==> config.mk <==
export PLATFORM = sky130hd
export DESIGN_NAME = sap1_controller_sequencer
export DESIGN_NICKNAME = d
export VERILOG_FILES = /design/src/rtl/sap1_controller_sequencer_pkg.sv /design/src/rtl/sap1_ring_counter.sv /design/src/rtl/sap1_controller_sequencer.sv
export SDC_FILE = /design/constraint.sdc
export NUM_CORES = 1
export LEC_CHECK = 0
export CORE_UTILIZATION = 39
export DETAILED_ROUTE_END_ITERATION = 10
export PLACE_DENSITY_LB_ADDON = 0.08
export SLEW_MARGIN = 20
export SYNTH_ARGS = -nofsm -noshare
export SYNTH_HDL_FRONTEND = slang
export SYNTH_SLANG_ARGS = --single-unit
==> constraint.sdc <==
create_clock -name CLK -period 2 [get_ports CLK]
set_clock_uncertainty 0.1 [all_clocks]
set_input_delay 0.3 -clock CLK [delete_from_list [all_inputs] [get_ports CLK]]
set_output_delay 0.3 -clock CLK [all_outputs]
set_load 0.01 [all_outputs]
==> src/rtl/sap1_controller_sequencer_pkg.sv <==
// Shared constants for the SAP-1 controller-sequencer: opcodes, control-word bit positions,
// ring states and the fixed control words used by the decode.
package sap1_controller_sequencer_pkg;

  localparam int NUM_T = 6;

  localparam logic [3:0] OP_LDA = 4'h0;
  localparam logic [3:0] OP_ADD = 4'h1;
  localparam logic [3:0] OP_SUB = 4'h2;
  localparam logic [3:0] OP_OUT = 4'hE;
  localparam logic [3:0] OP_HLT = 4'hF;

  localparam int CON_C_P     = 11;
  localparam int CON_E_P     = 10;
  localparam int CON_L_M_BAR = 9;
  localparam int CON_CE_BAR  = 8;
  localparam int CON_L_I_BAR = 7;
  localparam int CON_E_I_BAR = 6;
  localparam int CON_L_A_BAR = 5;
  localparam int CON_E_A     = 4;
  localparam int CON_S_U     = 3;
  localparam int CON_E_U     = 2;
  localparam int CON_L_B_BAR = 1;
  localparam int CON_L_O_BAR = 0;

  // Every line at its inactive level.
  localparam logic [11:0] CON_NOP      = 12'h3E3;
  localparam logic [11:0] CON_FETCH1   = 12'h5E3;
  localparam logic [11:0] CON_FETCH2   = 12'hBE3;
  localparam logic [11:0] CON_FETCH3   = 12'h263;
  localparam logic [11:0] CON_IR_ADDR  = 12'h1A3;
  localparam logic [11:0] CON_RAM_TO_A = 12'h2C3;
  localparam logic [11:0] CON_RAM_TO_B = 12'h2E1;
  localparam logic [11:0] CON_ADD_TO_A = 12'h3C7;
  localparam logic [11:0] CON_SUB_TO_A = 12'h3CF;
  localparam logic [11:0] CON_A_TO_OUT = 12'h3F2;

  typedef enum logic [5:0] {
    T1 = 6'b000001,
    T2 = 6'b000010,
    T3 = 6'b000100,
    T4 = 6'b001000,
    T5 = 6'b010000,
    T6 = 6'b100000
  } t_state_e;

  function automatic logic is_onehot6(input logic [5:0] t);
    return (t != 6'd0) && ((t & (t - 6'd1)) == 6'd0);
  endfunction

endpackage

==> src/rtl/sap1_ring_counter.sv <==
// One-hot T1..T6 ring advanced on the falling CLK edge, with synchronous CLR_bar,
// an advance enable (dropped while halted) and a load-T1 input for early instruction end.
module sap1_ring_counter
  import sap1_controller_sequencer_pkg::*;
#(
  parameter int NUM_T_STATES = 6
) (
  input  logic       CLK,
  input  logic       CLR_bar,
  input  logic       advance,
  input  logic       load_t1,
  output logic [5:0] T
);

  if (NUM_T_STATES != NUM_T) begin : g_bad_ring_length
    $error("sap1_ring_counter: NUM_T_STATES must be 6");
  end

  t_state_e state, state_next;

  always_ff @(negedge CLK) begin
    if (!CLR_bar) state <= T1;
    else          state <= state_next;
  end

  always_comb begin
    state_next = T1;
    case (state)
      T1:      state_next = T2;
      T2:      state_next = T3;
      T3:      state_next = T4;
      T4:      state_next = T5;
      T5:      state_next = T6;
      T6:      state_next = T1;
      default: state_next = T1;
    endcase
    // A corrupted ring always recovers to T1, even while holding.
    if (load_t1)
      state_next = T1;
    else if (!advance && is_onehot6(state))
      state_next = state;
  end

  assign T = state;

endmodule

==> src/rtl/sap1_controller_sequencer.sv <==
// SAP-1 controller-sequencer: ring state plus opcode decoded into the 12-bit control word
// and the halt request. Define SAP1_EARLY_END_EN to end LDA/OUT/undefined instructions early.
module sap1_controller_sequencer
  import sap1_controller_sequencer_pkg::*;
#(
  parameter int NUM_T_STATES = 6
) (
  input  logic        CLK,
  input  logic        CLR_bar,
  input  logic [3:0]  opcode,
  output logic [11:0] con,
  output logic        HLT_bar,
  output logic [5:0]  T
);

  logic halted, hlt_req, halt, load_t1;

  assign hlt_req = (T == T4) && (opcode == OP_HLT);
  assign halt    = halted || hlt_req;

  // Once HLT is seen the halt is held here, so later opcode changes cannot release it.
  always_ff @(negedge CLK) begin
    if (!CLR_bar)     halted <= 1'b0;
    else if (hlt_req) halted <= 1'b1;
  end

`ifdef SAP1_EARLY_END_EN
  always_comb begin
    load_t1 = 1'b0;
    if ((T == T5) && (opcode == OP_LDA))
      load_t1 = 1'b1;
    else if ((T == T4) && !(opcode inside {OP_LDA, OP_ADD, OP_SUB, OP_HLT}))
      load_t1 = 1'b1;
  end
`else
  assign load_t1 = 1'b0;
`endif

  sap1_ring_counter #(
    .NUM_T_STATES(NUM_T_STATES)
  ) u_ring (
    .CLK    (CLK),
    .CLR_bar(CLR_bar),
    .advance(!halt),
    .load_t1(load_t1),
    .T      (T)
  );

  always_comb begin
    con     = CON_NOP;
    HLT_bar = 1'b1;
    if (!CLR_bar) begin
      con     = CON_NOP;
      HLT_bar = 1'b1;
    end else if (halt) begin
      HLT_bar = 1'b0;
    end else begin
      case (T)
        T1: con = CON_FETCH1;
        T2: con = CON_FETCH2;
        T3: con = CON_FETCH3;
        T4: begin
          case (opcode)
            OP_LDA, OP_ADD, OP_SUB: con = CON_IR_ADDR;
            OP_OUT:                 con = CON_A_TO_OUT;
            default:                con = CON_NOP;
          endcase
        end
        T5: begin
          case (opcode)
            OP_LDA:         con = CON_RAM_TO_A;
            OP_ADD, OP_SUB: con = CON_RAM_TO_B;
            default:        con = CON_NOP;
          endcase
        end
        T6: begin
          case (opcode)
            OP_ADD:  con = CON_ADD_TO_A;
            OP_SUB:  con = CON_SUB_TO_A;
            default: con = CON_NOP;
          endcase
        end
        default: con = CON_NOP;
      endcase
    end
  end

endmodule
==> flow_metrics.env, run 1 <==
export IMPL_synth_area_um2=708
export IMPL_gp_congestion=0.879
export IMPL_io_pin_count=25
export IMPL_async_flop_share_pct=0
export IMPL_syn_inst=96
export IMPL_failing_step="4_1_cts"
export IMPL_dp_hpwl_um=1980
export IMPL_clkSinkCount=7
export IMPL_status="aborted with a tool error"
export IMPL_initial_core_util_pct=41.5
export IMPL_rows=15
export IMPL_cts_root_buffer="clkbuf_4"
export IMPL_synth_top_area_share_pct=19.8
export IMPL_synth_flop_cell="dfxtp_1"
export IMPL_synth_cell_type_count=41
export IMPL_ys_seq_area_share_pct=19.8
export IMPL_fp_dieH_um=44.6
export IMPL_post_cts_buffers=43
export IMPL_ctsHoldBuffers=0
export IMPL_synth_area_top_cells="dfxtp_1 (20%), xor2_1 (4.9%), nand2_1 (4.8%)"
export IMPL_syn_avg_cell_area_um2=7.38
export IMPL_first_error="[ERROR DPL-0038] Utilization greater than 100%, impossible to legalize"
export IMPL_die_width_um=44.6
export IMPL_portBuffers=24
export IMPL_syn_num_nets=102
export IMPL_cts_buffer_depth=2
export IMPL_cts_buffers=3
export IMPL_yosysWarnings=0
export IMPL_cts_resized=183
export IMPL_synth_top_area_cell="dfxtp_1"
export IMPL_dp_cells=180
export IMPL_placed_area_um2=1330
export IMPL_synth_seq_cells=7
export IMPL_synth_edf_count=0
export IMPL_h_tree_depth=1
[kinds of logic after synthesis]
| group | after synthesis | synth area share, % |
|---|---|---|
| mux | 2 | 2.83 |
| xor+xnor | 5 | 6.18 |
| buf+inv | 12 | 9.36 |
| compound gates | 21 | 20.7 |
| flops | 7 | 19.8 |
| simple gates | 49 | 41.2 |
[stage by stage]
stage               setup slack, ns  hold slack [ns]
floorplan                    -0.870            0.498
global placement              -1.27            0.544
detailed placement            -1.33            0.555
[Yosys cell counts (3+ instances only)]
library cell / number
nor2_1: 7
xor2_1: 4
a21oi_1: 3
o21ai_0: 3
nor3_1: 6
nand2_1: 9
nand3_1: 6
dfxtp_1: 7
inv_1: 5
o211ai_1: 3
nor4_1: 4
==> run 2, diff against run 1 <==
--- a/config.mk
+++ b/config.mk
@@ -5,9 +5,10 @@
 export SDC_FILE = /design/constraint.sdc
 export NUM_CORES = 1
 export LEC_CHECK = 0
-export CORE_UTILIZATION = 39
+export CORE_AREA = 2 2 63 65
 export DETAILED_ROUTE_END_ITERATION = 10
-export PLACE_DENSITY_LB_ADDON = 0.08
+export DIE_AREA = 0 0 65 67
+export PLACE_DENSITY_LB_ADDON = 0.15
 export SLEW_MARGIN = 20
 export SYNTH_ARGS = -nofsm -noshare
 export SYNTH_HDL_FRONTEND = slang
==> constraint.sdc (replaced) <==
create_clock -name CLK -period 2.6 [get_ports CLK]
set_clock_uncertainty 0.1 [all_clocks]
set_input_delay 0.39 -clock CLK [delete_from_list [all_inputs] [get_ports CLK]]
set_output_delay 0.39 -clock CLK [all_outputs]
set_load 0.01 [all_outputs]
==> run 2 against run 1 <==
Effect of this change:
- the flow now finishes, with violations (negative setup slack)
- synthesized cell count unchanged
- area after synthesis is the same
==> flow_metrics.env, run 2 <==
export IMPL_synth_most_common_cell="nand2_1"
export IMPL_drc=0
export IMPL_stdcell_count=247
export IMPL_hold_ws_ns=0.570
export IMPL_cts_root_buffer="clkbuf_8"
export IMPL_stdcell_area_um2=1970
export IMPL_final_common_cell="buf_6"
export IMPL_drt_wl_total_um=3340
export IMPL_hold_violations=0
export IMPL_synth_common_cells="nand2_1 (9), dfxtp_1 (7), nor2_1 (7)"
export IMPL_nets=206
export IMPL_dp_cells=203
export IMPL_first_pass_iters=4
export IMPL_slew_headroom_pct=70.7
export IMPL_worst_r2r_endpoint="u_ring.T[5]$_SDFFE_NN0N_"
export IMPL_ys_seq_area_share_pct=19.8
export IMPL_synth_edf_count=0
export IMPL_overflow=0
export IMPL_gp_congestion=0.775
export IMPL_vias=1156
export IMPL_drt_iter0_drc=34
export IMPL_reg2reg_from="u_ring.T[0]$_SDFFE_NN1N_"
export IMPL_slew_violations=0
export IMPL_syn_avg_cell_area_um2=7.38
export IMPL_placed_area_um2=1380
export IMPL_yosysWarnings=0
export IMPL_grt_pass1_wl_um=5410
export IMPL_endpoint_kind="output port"
export IMPL_r2r_cells=14
export IMPL_syn_num_nets=102
export IMPL_initial_core_util_pct=19.6
export IMPL_first_global_vias=1165
export IMPL_crit_start="u_ring.T[0]$_SDFFE_NN1N_"
export IMPL_critPathLaunchType="register"
export IMPL_antenna_found_initial=0
export IMPL_ctsHoldBuffers=0
export IMPL_drv_cap=0
export IMPL_synth_cell_type_count=41
export IMPL_grt_max_degree=8
export IMPL_violations="negative setup slack"
export IMPL_fillerInstances=329
export IMPL_dieArea_um2=4360
export IMPL_antenna_cells=0
export IMPL_area_growth_pct=178
export IMPL_rrSetupSlack_ns=0.37
export IMPL_status="finished, violations left"
export IMPL_path_clk_slew_ns=0.03
export IMPL_setup_viol=24
export IMPL_finish_utilization_pct=54.5
export IMPL_wl_per_cell_um=13.5
export IMPL_syn_inst=96
export IMPL_required_ns=2.11
export IMPL_track_usage_pct=16.5
export IMPL_synth_area_um2=708
export IMPL_setup_ws_ns=-1.09
export IMPL_synth_top_area_cell="dfxtp_1"
export IMPL_core_um2=3610
export IMPL_p_leak_nw=0.910
export IMPL_clock_latency_ns=0.30
export IMPL_async_flop_share_pct=0
export IMPL_synth_flop_cell="dfxtp_1"
export IMPL_endpoint="con[7]"
export IMPL_drive_gt1_share_pct=69.8
export IMPL_ir_drop_mv=0.221
export IMPL_finalPower_w=0.000759
export IMPL_synth_top_area_share_pct=19.8
export IMPL_rsz0062_at_grt="true"
export IMPL_arrival_ns=3.20
export IMPL_pwr_density_cell_nw_per_um2=386
export IMPL_h_tree_depth=1
export IMPL_crit_fanout=4
export IMPL_clkSinkCount=7
export IMPL_io_pin_count=25
export IMPL_cts_buffers=3
export IMPL_fp_dieH_um=67
export IMPL_hp_class="reg -> reg"
export IMPL_die_width_um=65
export IMPL_dp_hpwl_um=2160
export IMPL_ant_nets=0
export IMPL_cts_buffer_depth=2
export IMPL_rows=22
export IMPL_final_cell_mix="buf_6 (44), buf_4 (43), inv_1 (12)"
export IMPL_cts_tree="done"
export IMPL_path_class="reg -> out"
export IMPL_portBuffers=24
export IMPL_synth_area_top_cells="dfxtp_1 (20%), xor2_1 (4.9%), nand2_1 (4.8%)"
export IMPL_largest_reg_flops=6
export IMPL_synth_seq_cells=7
export IMPL_via_per_inst=4.68
export IMPL_tightest_slew_ns=0.439
[run 2: final cells by class]
cell class                      count  area [um2]  share of cell area, %
Clock inverter                      8        30.0                   1.53
Timing Repair Buffer              100         918                   46.7
Tap cell                           48        60.1                   3.06
Inverter                            4        15.0                  0.764
Sequential cell                     7         160                   8.15
Multi-Input combinational cell     77         741                   37.7
Clock buffer                        3        41.3                   2.10
[run 2: layer usage]
layer / part of all wire (%) / wire length (um) / global-route usage, % / vias up
met5: 0 / 0 / 0 / -
met4: 1.4 / 48 / 7.71 / 0
met3: 6.6 / 219 / 4.56 / 6
li1: - / - / - / 559
met2: 50 / 1660 / 28.7 / 51
met1: 42 / 1410 / 18.6 / 540
[run 2: worst max-delay path: stages (launching register included)]
cell	delay (ns)
dfxtp_4	0.36
nor4_4	0.28
buf_6	0.16
nand3_4	0.09
a31oi_4	0.15
a21boi_4	0.21
buf_6	0.12
nand4b_1	0.08
buf_2	0.15
[run 2: how the worst min path moves through the flow]
stage | from | to | slack [ns] | cells after the start
finish | u_ring.T[5]$_SDFFE_NN0N_ | u_ring.T[3]$_SDFFE_NN0N_ | 0.57 | 3
detailed placement | u_ring.T[5]$_SDFFE_NN0N_ | u_ring.T[5]$_SDFFE_NN0N_ | 0.56 | 3
floorplan | u_ring.T[5]$_SDFFE_NN0N_ | u_ring.T[5]$_SDFFE_NN0N_ | 0.50 | 3
CTS | u_ring.T[5]$_SDFFE_NN0N_ | u_ring.T[3]$_SDFFE_NN0N_ | 0.57 | 3
global route | u_ring.T[5]$_SDFFE_NN0N_ | u_ring.T[3]$_SDFFE_NN0N_ | 0.60 | 3
global placement | u_ring.T[5]$_SDFFE_NN0N_ | u_ring.T[5]$_SDFFE_NN0N_ | 0.55 | 3
[run 2: logic make-up after synthesis]
| group | after synthesis | share of synthesized area [%] |
|---|---|---|
| AOI/OAI and AO/OA | 21 | 20.7 |
| and+or+nand+nor | 49 | 41.2 |
| buffers and inverters | 12 | 9.36 |
| xor gates and xnor gates | 5 | 6.18 |
| muxes | 2 | 2.83 |
| DFF | 7 | 19.8 |
[run 2: repair_timing]
item,CTS,global route
endpoints found under the setup margin,26,23
gates resized for setup,172,12
buffers inserted,31,7
pin swaps,24,14
[run 2: where the power goes]
| group | total, W | internal (W) | switching (W) | leakage (nW) |
|---|---|---|---|---|
| registers | 0.000129 | 0.000116 | 0.0000129 | 0.0607 |
| clock network | 0.000197 | 0.000118 | 0.0000792 | 0.0642 |
| logic | 0.000433 | 0.000258 | 0.000175 | 0.785 |
[run 2: per-stage QoR]
step / setup TNS, ns / setup slack, ns
final: -14.75 / -1.09
after global routing: -16.28 / -1.21
after CTS: -13.96 / -1.11
after detailed placement: -20.70 / -1.17
after global placement: -20.44 / -1.12
after floorplan: -7.02 / -0.660
Power figures use the tool's default switching activity.
